### src/rtl/scoreboard.sv
// rtl/scoreboard.sv - cycle-accurate reference model of the 4-bit multi-mode counter
// Optional feature macro: SB_DOWN3_EN enables the count-down-by-3 mode (MODO=10);
// without it MODO=10 holds the count, matching a counter built without that mode.

module scoreboard (
  input  logic       clk,
  input  logic       RESET,
  input  logic       ENABLE,
  input  logic [3:0] sb_D,
  input  logic [1:0] sb_MODO,
  output logic [3:0] sb_Q,
  output logic       sb_RCO,
  output logic       sb_LOAD
);

  localparam logic [1:0] MODE_UP    = 2'b00;
  localparam logic [1:0] MODE_DOWN1 = 2'b01;
  localparam logic [1:0] MODE_DOWN3 = 2'b10;

  // Bit 4 of the 5-bit result is the carry (up) or borrow (down).
  logic [4:0] sum;
  logic [3:0] q_next;
  logic       rco_next;
  logic       load_next;

  // Next-state selection; flags default to 0 so they pulse only on the edge that sets them.
  always_comb begin
    sum       = {1'b0, sb_Q};
    q_next    = sb_Q;
    rco_next  = 1'b0;
    load_next = 1'b0;
    if (ENABLE) begin
      case (sb_MODO)
        MODE_UP: begin
          sum      = {1'b0, sb_Q} + 5'd1;
          q_next   = sum[3:0];
          rco_next = sum[4];
        end
        MODE_DOWN1: begin
          sum      = {1'b0, sb_Q} - 5'd1;
          q_next   = sum[3:0];
          rco_next = sum[4];
        end
        MODE_DOWN3: begin
`ifdef SB_DOWN3_EN
          sum      = {1'b0, sb_Q} - 5'd3;
          q_next   = sum[3:0];
          rco_next = sum[4];
`else
          q_next   = sb_Q;
`endif
        end
        default: begin
          q_next    = sb_D;
          load_next = 1'b1;
        end
      endcase
    end
  end

  // Register outputs; reset takes priority over enable and any mode action.
  always_ff @(posedge clk) begin
    if (!RESET) begin
      sb_Q    <= 4'd0;
      sb_RCO  <= 1'b0;
      sb_LOAD <= 1'b0;
    end else begin
      sb_Q    <= q_next;
      sb_RCO  <= rco_next;
      sb_LOAD <= load_next;
    end
  end

endmodule

### config.mk
export PLATFORM = sky130hd
export DESIGN_NAME = scoreboard
export DESIGN_NICKNAME = d
export VERILOG_FILES = /design/src/rtl/scoreboard.sv
export SDC_FILE = /design/constraint.sdc
export NUM_CORES = 1
export LEC_CHECK = 0
export BUFFER_PORTS_ARGS = -buffer_cell sky130_fd_sc_hd__buf_2
export CAP_MARGIN = 20
export CORE_AREA = 8 8 45 47
export DETAILED_ROUTE_END_ITERATION = 10
export DIE_AREA = 0 0 53 55
export HOLD_SLACK_MARGIN = 0.12
export PLACE_DENSITY_LB_ADDON = 0.2
export SYNTH_ARGS = -nofsm -noshare
export SYNTH_HDL_FRONTEND = slang
export SYNTH_SLANG_ARGS = --single-unit
### constraint.sdc
create_clock -name clk -period 4.17 [get_ports clk]
set_clock_uncertainty 0.2 [all_clocks]
set_input_delay 0 -clock clk [delete_from_list [all_inputs] [get_ports clk]]
set_output_delay 0 -clock clk [all_outputs]
set_load 0.01 [all_outputs]
==> metrics.cfg, run 1 <==
[setup_path]
crit_required_ns=4.10
critPathKind=reg -> reg
worstPathMaxFanout=8
cp.arrival_ns=2.47
start_kind=register
endpoint_kind=register

[global_route]
grt_use_met2_pct=16.8
grt-busiest-layer=met2
grt_max_degree=14
grtUsageMet1_pct=10.2
use_met3_pct=5.08
grt_pass1_vias=456
grt_pass1_wl_microns=2130
track_usage_pct=10.4
antenna_found_initial=0
gr-total-overflow=0

[logic_synthesis]
synth_edf_count=0
synth_xor_area_share_pct=6.03
synth_area_leaders=dfxtp_1, buf_6, a221oi_2, nand2_1, ha_1
ys_ff_latch=6
synthMuxAreaShare_pct=0
synth_cells=50
synth_cell_types=26
async_flop_share_pct=0
synth_ff_type=dfxtp_1
synth_compound_gate_area_share_pct=23.3
synth_area_sq_um=435
yosysSeqAreaShare_pct=27.6
synth_top_family_by_area=simple AND/OR/NAND/NOR gates
synth_fa_ha_area_share_pct=5.75
yosys_warnings=0
synth_nets=61
syn_area_per_cell_sq_um=8.71
synth_common_cells=nand2_1, dfxtp_1, a21oi_1, buf_6, nor2_1
synth_simple_gate_area_share_pct=27.9
synth_top_area_share_pct=27.6
yosys.cell_count.top_type=nand2_1
synth.largest_area_cell=dfxtp_1

[cells_and_area]
utilization_pct=46.6
postLayoutCellArea_sq_um=644
area_growth_pct=48.0
diodes=0
nNetsFinal=90
stdcell_count=93
drive_gt1_share_pct=28.6

[run_status]
status=finished, final reports clean

[routing]
first_pass_iters=2
drcViolationCount=0
drt-wirelength-per-cell_microns=13.8
drt_iter0_drc=6
viasPerCell=4.91
drtAntennaViolNets=0
drt_wl_total_microns=1280
vias=457

[power_and_ir_drop]
internal_power_uw=122
p_comb_share_pct=29.4
powerDensity_nw_per_um2=273
switching_share_pct=30.7
pwr-share-seq_pct=38.3
p_leak_nw=0.293
ir_drop_uv=138
switching_power_uw=54.1
power_frac_clock_pct=32.3

[sta]
hold_viol=0
final_max_slew_viol_count=0
fin_crit_ns=2.54
worst_pin_slew_ns=0.312
fin_tns_setup_ns=0
relSlewSlack_pct=79.2
setup_violations=0
max_freq_ghz=0.394
whs_ns=0.414
rsz0062_at_grt=no
finalCritPeriodShare_pct=60.9

[die]
die_area_sq_um=2920
std_cell_rows=14
ios=15
core_area_sq_um=1380
die_width_microns=53
start_util_pct=31.5
die_y_microns=55

[clocking]
numCtsBuffers=3
cts_setup_buffers=0
cts_hold_buf=13
cts_tree=done
post_cts_resize_count=0
htree_levels=1
max-clock-path-buffers=2
clock-sinks=6
cts_root_buf=clkbuf_4
clk_latency_ns=0.25
clkSlewWorstSetupHoldPaths_ns=0.05

[job]
maxCapViolCount=0

[placement]
dp_hpwl_microns=806
gp_congestion=0.747
placed_cell_area_sq_um=492
portBuffers=14
placedCellCount=77

[hold_path]
min_path_type=in -> reg

[per-stage QoR]
stage	power (mW)	worst slack (ns)
final	0.176	1.63
after global routing	0.188	1.48
after CTS	0.177	1.68
after detailed placement	0.108	2.49
after global placement	0.108	2.56
after floorplan	0.0977	2.55
[cell families (layout without fill, tap and decap cells)]
logic type      Yosys count  count (layout)
buf+inv                   5              32
fa+ha+maj                 2               2
flops                     6               6
simple gates             21              21
compound gates           13              13
xor+xnor                  3               3
[routing by layer]
layer | routed length, microns | share of wire [%]
met1 | 509 | 40
met2 | 646 | 50
met3 | 93 | 7.3
met4 | 31 | 2.4
met5 | 0 | 0
[state kept, by name, summed over array words and instances (netlist names)]
name and cells:
sb_RCO 1, sb_LOAD 1, sb_Q 4
[power groups by stage]
stage	Clock (mW)	Sequential, mW	Combinational, mW
after floorplan	0	0.0683	0.0295
after global placement	0	0.0686	0.0399
after detailed placement	0	0.0686	0.0399
after CTS	0.0582	0.0674	0.0509
after global routing	0.0623	0.0682	0.0572
final	0.0568	0.0675	0.0517
[cell type report]
cell class	instances	area, sq um
clock buffer	3	22.5
fill	145	739
inverter	2	7.51
multi-input combinational	39	274
sequential	6	120
tap	16	20.0
timing repair buffer	27	200
[cell usage in the layout, fill, tap and decap left out, types with 3 or more instances in the layout]
master and count:
dfxtp_1 6, dlygate4sd3_1 13, nand2_1 7, a21oi_1 3, clkbuf_4 3, buf_2 14
nor2_1 3
[final timing paths]
kind | slack, ns | cells after the start | start | end
hold reg to reg | 0.60 | 3 | sb_Q[3] | sb_RCO
hold / removal | 0.41 | 4 | ENABLE | sb_LOAD
setup reg to reg | 1.63 | 6 | sb_Q[2] | sb_Q[3]
setup / recovery | 1.63 | 6 | sb_Q[2] | sb_Q[3]
[critical path, stage by stage, from the launching register on]
cell and delay [ns]:
dfxtp_1 0.48, nand3_1 0.14, xnor2_1 0.15, a221oi_2 0.23
dlygate4sd3_1 0.58, a21oi_1 0.07, dlygate4sd3_1 0.57
(Power assumes the default switching activity.)
==> inputs of run 2 (changes only) <==
ABC_AREA = 1   (was not set)
clock period = 2.2 ns   (was 4.17 ns; I/O delays follow)
==> metrics.cfg, run 2 <==
[sta]
fin_crit_ns=2.06
worst_pin_slew_ns=0.293  ; was 0.312 ns
rsz0062_at_grt=no  ; unchanged
setup_violations=0  ; unchanged
fin_tns_setup_ns=0  ; unchanged
final_max_slew_viol_count=0  ; unchanged
finalCritPeriodShare_pct=93.5
relSlewSlack_pct=80.5  ; was 79.2%
hold_viol=0  ; unchanged
max_freq_ghz=0.486

[cells_and_area]
area_growth_pct=62.5  ; was 48.0%
layout_common_cells=dlygate4sd3_1, buf_2, inv_1, nand2_1, nand3_1  ; was buf_2, dlygate4sd3_1, nand2_1
utilization_pct=50.1  ; was 46.6%
regMostFlops=sb_Q  ; unchanged
postLayoutCellArea_sq_um=693  ; was 644 sq um
drive_gt1_share_pct=23.7  ; was 28.6%
final_common_cell=dlygate4sd3_1  ; was buf_2
top_regs=sb_Q x4, sb_LOAD x1, sb_RCO x1  ; unchanged
diodes=0  ; unchanged
largest_reg_flops=4  ; unchanged
nNetsFinal=110  ; was 90

[die]
die_y_microns=55  ; unchanged
core_area_sq_um=1380  ; unchanged
std_cell_rows=14  ; unchanged
ios=15  ; unchanged
die_area_sq_um=2920  ; unchanged
start_util_pct=30.8  ; was 31.5%
die_width_microns=53  ; unchanged

[setup_path]
cp.arrival_ns=1.98  ; was 2.47 ns
r2r_cells=6  ; unchanged
endpoint_kind=register  ; unchanged
worstPathMaxFanout=1  ; was 8
critPathKind=in -> reg  ; was reg -> reg
crit_required_ns=2.13  ; was 4.10 ns
r2r_setup_slack_ns=0.21  ; was 1.63 ns
r2r_end=sb_Q[1]  ; was sb_Q[3]
start_kind=input port  ; was register
r2r-start=sb_Q[0]  ; was sb_Q[2]

[logic_synthesis]
synth_simple_gate_area_share_pct=37.8  ; was 27.9%
synth_compound_gate_area_share_pct=15.5  ; was 23.3%
synth_top_area_share_pct=28.2  ; was 27.6%
synth_edf_count=0  ; unchanged
synth_area_sq_um=427  ; was 435 sq um
ys_ff_latch=6  ; unchanged
synth_cells=65  ; was 50
synth_top_family_by_area=simple AND/OR/NAND/NOR gates  ; unchanged
syn_area_per_cell_sq_um=6.56  ; was 8.71 sq um
synth_ff_type=dfxtp_1  ; unchanged
synthMuxAreaShare_pct=0  ; unchanged
synth_fa_ha_area_share_pct=5.87  ; was 5.75%
synth_xor_area_share_pct=0  ; was 6.03%
yosys_warnings=0  ; unchanged
synth_cell_types=17  ; was 26
async_flop_share_pct=0  ; unchanged
synth.largest_area_cell=dfxtp_1  ; unchanged
synth_area_leaders=dfxtp_1, nand3_1, inv_1, nand2_1, a21oi_1  ; was dfxtp_1, buf_6, a221oi_2, nand2_1, ha_1
yosysSeqAreaShare_pct=28.2  ; was 27.6%
synth_nets=76  ; was 61
synth_common_cells=inv_1, nand2_1, nand3_1  ; was nand2_1, dfxtp_1, a21oi_1, buf_6, nor2_1

[clocking]
max-clock-path-buffers=2  ; unchanged
cts_root_buf=clkbuf_4  ; unchanged
htree_levels=1  ; unchanged
clock-sinks=6  ; unchanged
clk_latency_ns=0.24  ; was 0.25 ns
numCtsBuffers=3  ; unchanged
cts_tree=done  ; unchanged
clkSlewWorstSetupHoldPaths_ns=0.04  ; was 0.05 ns

[hold_path]
min_path_type=in -> reg  ; unchanged
min_from=RESET  ; was ENABLE
hold-path-endpoint=sb_Q[0]  ; was sb_LOAD
hold_depth=4  ; unchanged

[routing]
drcViolationCount=0  ; unchanged
first_pass_iters=4  ; was 2
drt_iter0_drc=11  ; was 6
drt_wl_total_microns=1230  ; was 1280 microns
viasPerCell=4.64  ; was 4.91
vias=524  ; was 457
drt-wirelength-per-cell_microns=10.9  ; was 13.8 microns
drtAntennaViolNets=0  ; unchanged

[global_route]
antenna_found_initial=0  ; unchanged
grt_max_degree=11  ; was 14
track_usage_pct=10.1  ; was 10.4%
gr-total-overflow=0  ; unchanged
grt_pass1_vias=529  ; was 456
grt_pass1_wl_microns=2170  ; was 2130 microns

[placement]
portBuffers=14  ; unchanged
dp_hpwl_microns=822  ; was 806 microns
gp_congestion=0.751  ; was 0.747
placed_cell_area_sq_um=500  ; was 492 sq um

[power_and_ir_drop]
p_leak_nw=0.334  ; was 0.293 nW
ir_drop_uv=369  ; was 138 uV
powerDensity_nw_per_um2=467  ; was 273 nW/um^2
p_total_uw=324  ; was 176 uW

[run_status]
status=finished, final reports clean  ; unchanged

[job]
maxCapViolCount=0  ; unchanged

## run 2: cell types whose count changed after synthesis, moves of 3 or more
cell     previous run  this run
nor2_1              3         6
inv_1               2        10
nand2_1             7        10
o21ai_0             1         4
a21oi_1             3         6
nand3_1             2         8
## run 2: layer usage
layer  global-route usage, %  share of wire (%)  vias to the layer above
li1                        -                  -                      276
met1                    9.77                 44                      233
met2                    18.9                 48                       15
met3                    6.15                8.4                        0
met4                       0                  0                        0
met5                       0                  0                        -
## run 2: how the worst max path moves through the flow
stage / from / endpoint / slack [ns]
after floorplan: sb_Q[0] / sb_Q[2] / 0.75
after global placement: sb_Q[0] / sb_Q[2] / 0.71
after detailed placement: sb_Q[0] / sb_Q[2] / 0.69
after CTS: sb_D[0] / sb_Q[0] / 0.07
after global routing: sb_D[1] / sb_Q[1] / 0.07
final: sb_D[1] / sb_Q[1] / 0.14
## run 2: cell type report
cell class	instances	area, sq um
Tap cell	16	20.0
Timing Repair Buffer	31	240
Sequential cell	6	120
Multi-Input combinational cell	47	253
Clock buffer	3	22.5
Inverter	10	37.5
Fill cell	143	691
## run 2: logic make-up (layout without fill, tap and decap cells)
group                      count (synthesis)  after routing
AOI/OAI and AO/OA                         12             12
adders and majority gates                  2              2
buffers and inverters                     12             44
DFF                                        6              6
and+or+nand+nor                           33             33
## run 2: timing repair
item                       CTS  global route
hold buffers                17             1
gates resized for setup      0             1
setup endpoints to repair    0             1
setup buffers                0             0
hold endpoints to repair     6             1
## run 2: worst max-delay path: stages
cell	delay (ns)
dlygate4sd3_1	0.53
buf_2	0.11
nand2_1	0.05
dlygate4sd3_1	0.56
o21ai_2	0.05
dlygate4sd3_1	0.56
inv_1	0.06
a21oi_1	0.05
## run 2: per-stage QoR
step | setup slack, ns | std cells | hold slack [ns]
5_1_grt | 0.0688 | 113 | 0.418
4_1_cts | 0.0716 | 113 | 0.395
2_1_floorplan | 0.748 | 65 | -0.0862
3_3_place_gp | 0.711 | 93 | 0.0517
6_report | 0.142 | 113 | 0.407
3_5_place_dp | 0.693 | 93 | 0.0542
## run 2: power breakdown
part	internal (mW)	leakage, nW	switching, mW	total, mW
Sequential	0.116	0.0494	0.0108	0.127
Combinational	0.0503	0.271	0.0464	0.0967
Clock	0.0616	0.0138	0.0385	0.100
Total	0.228	0.334	0.0957	0.324
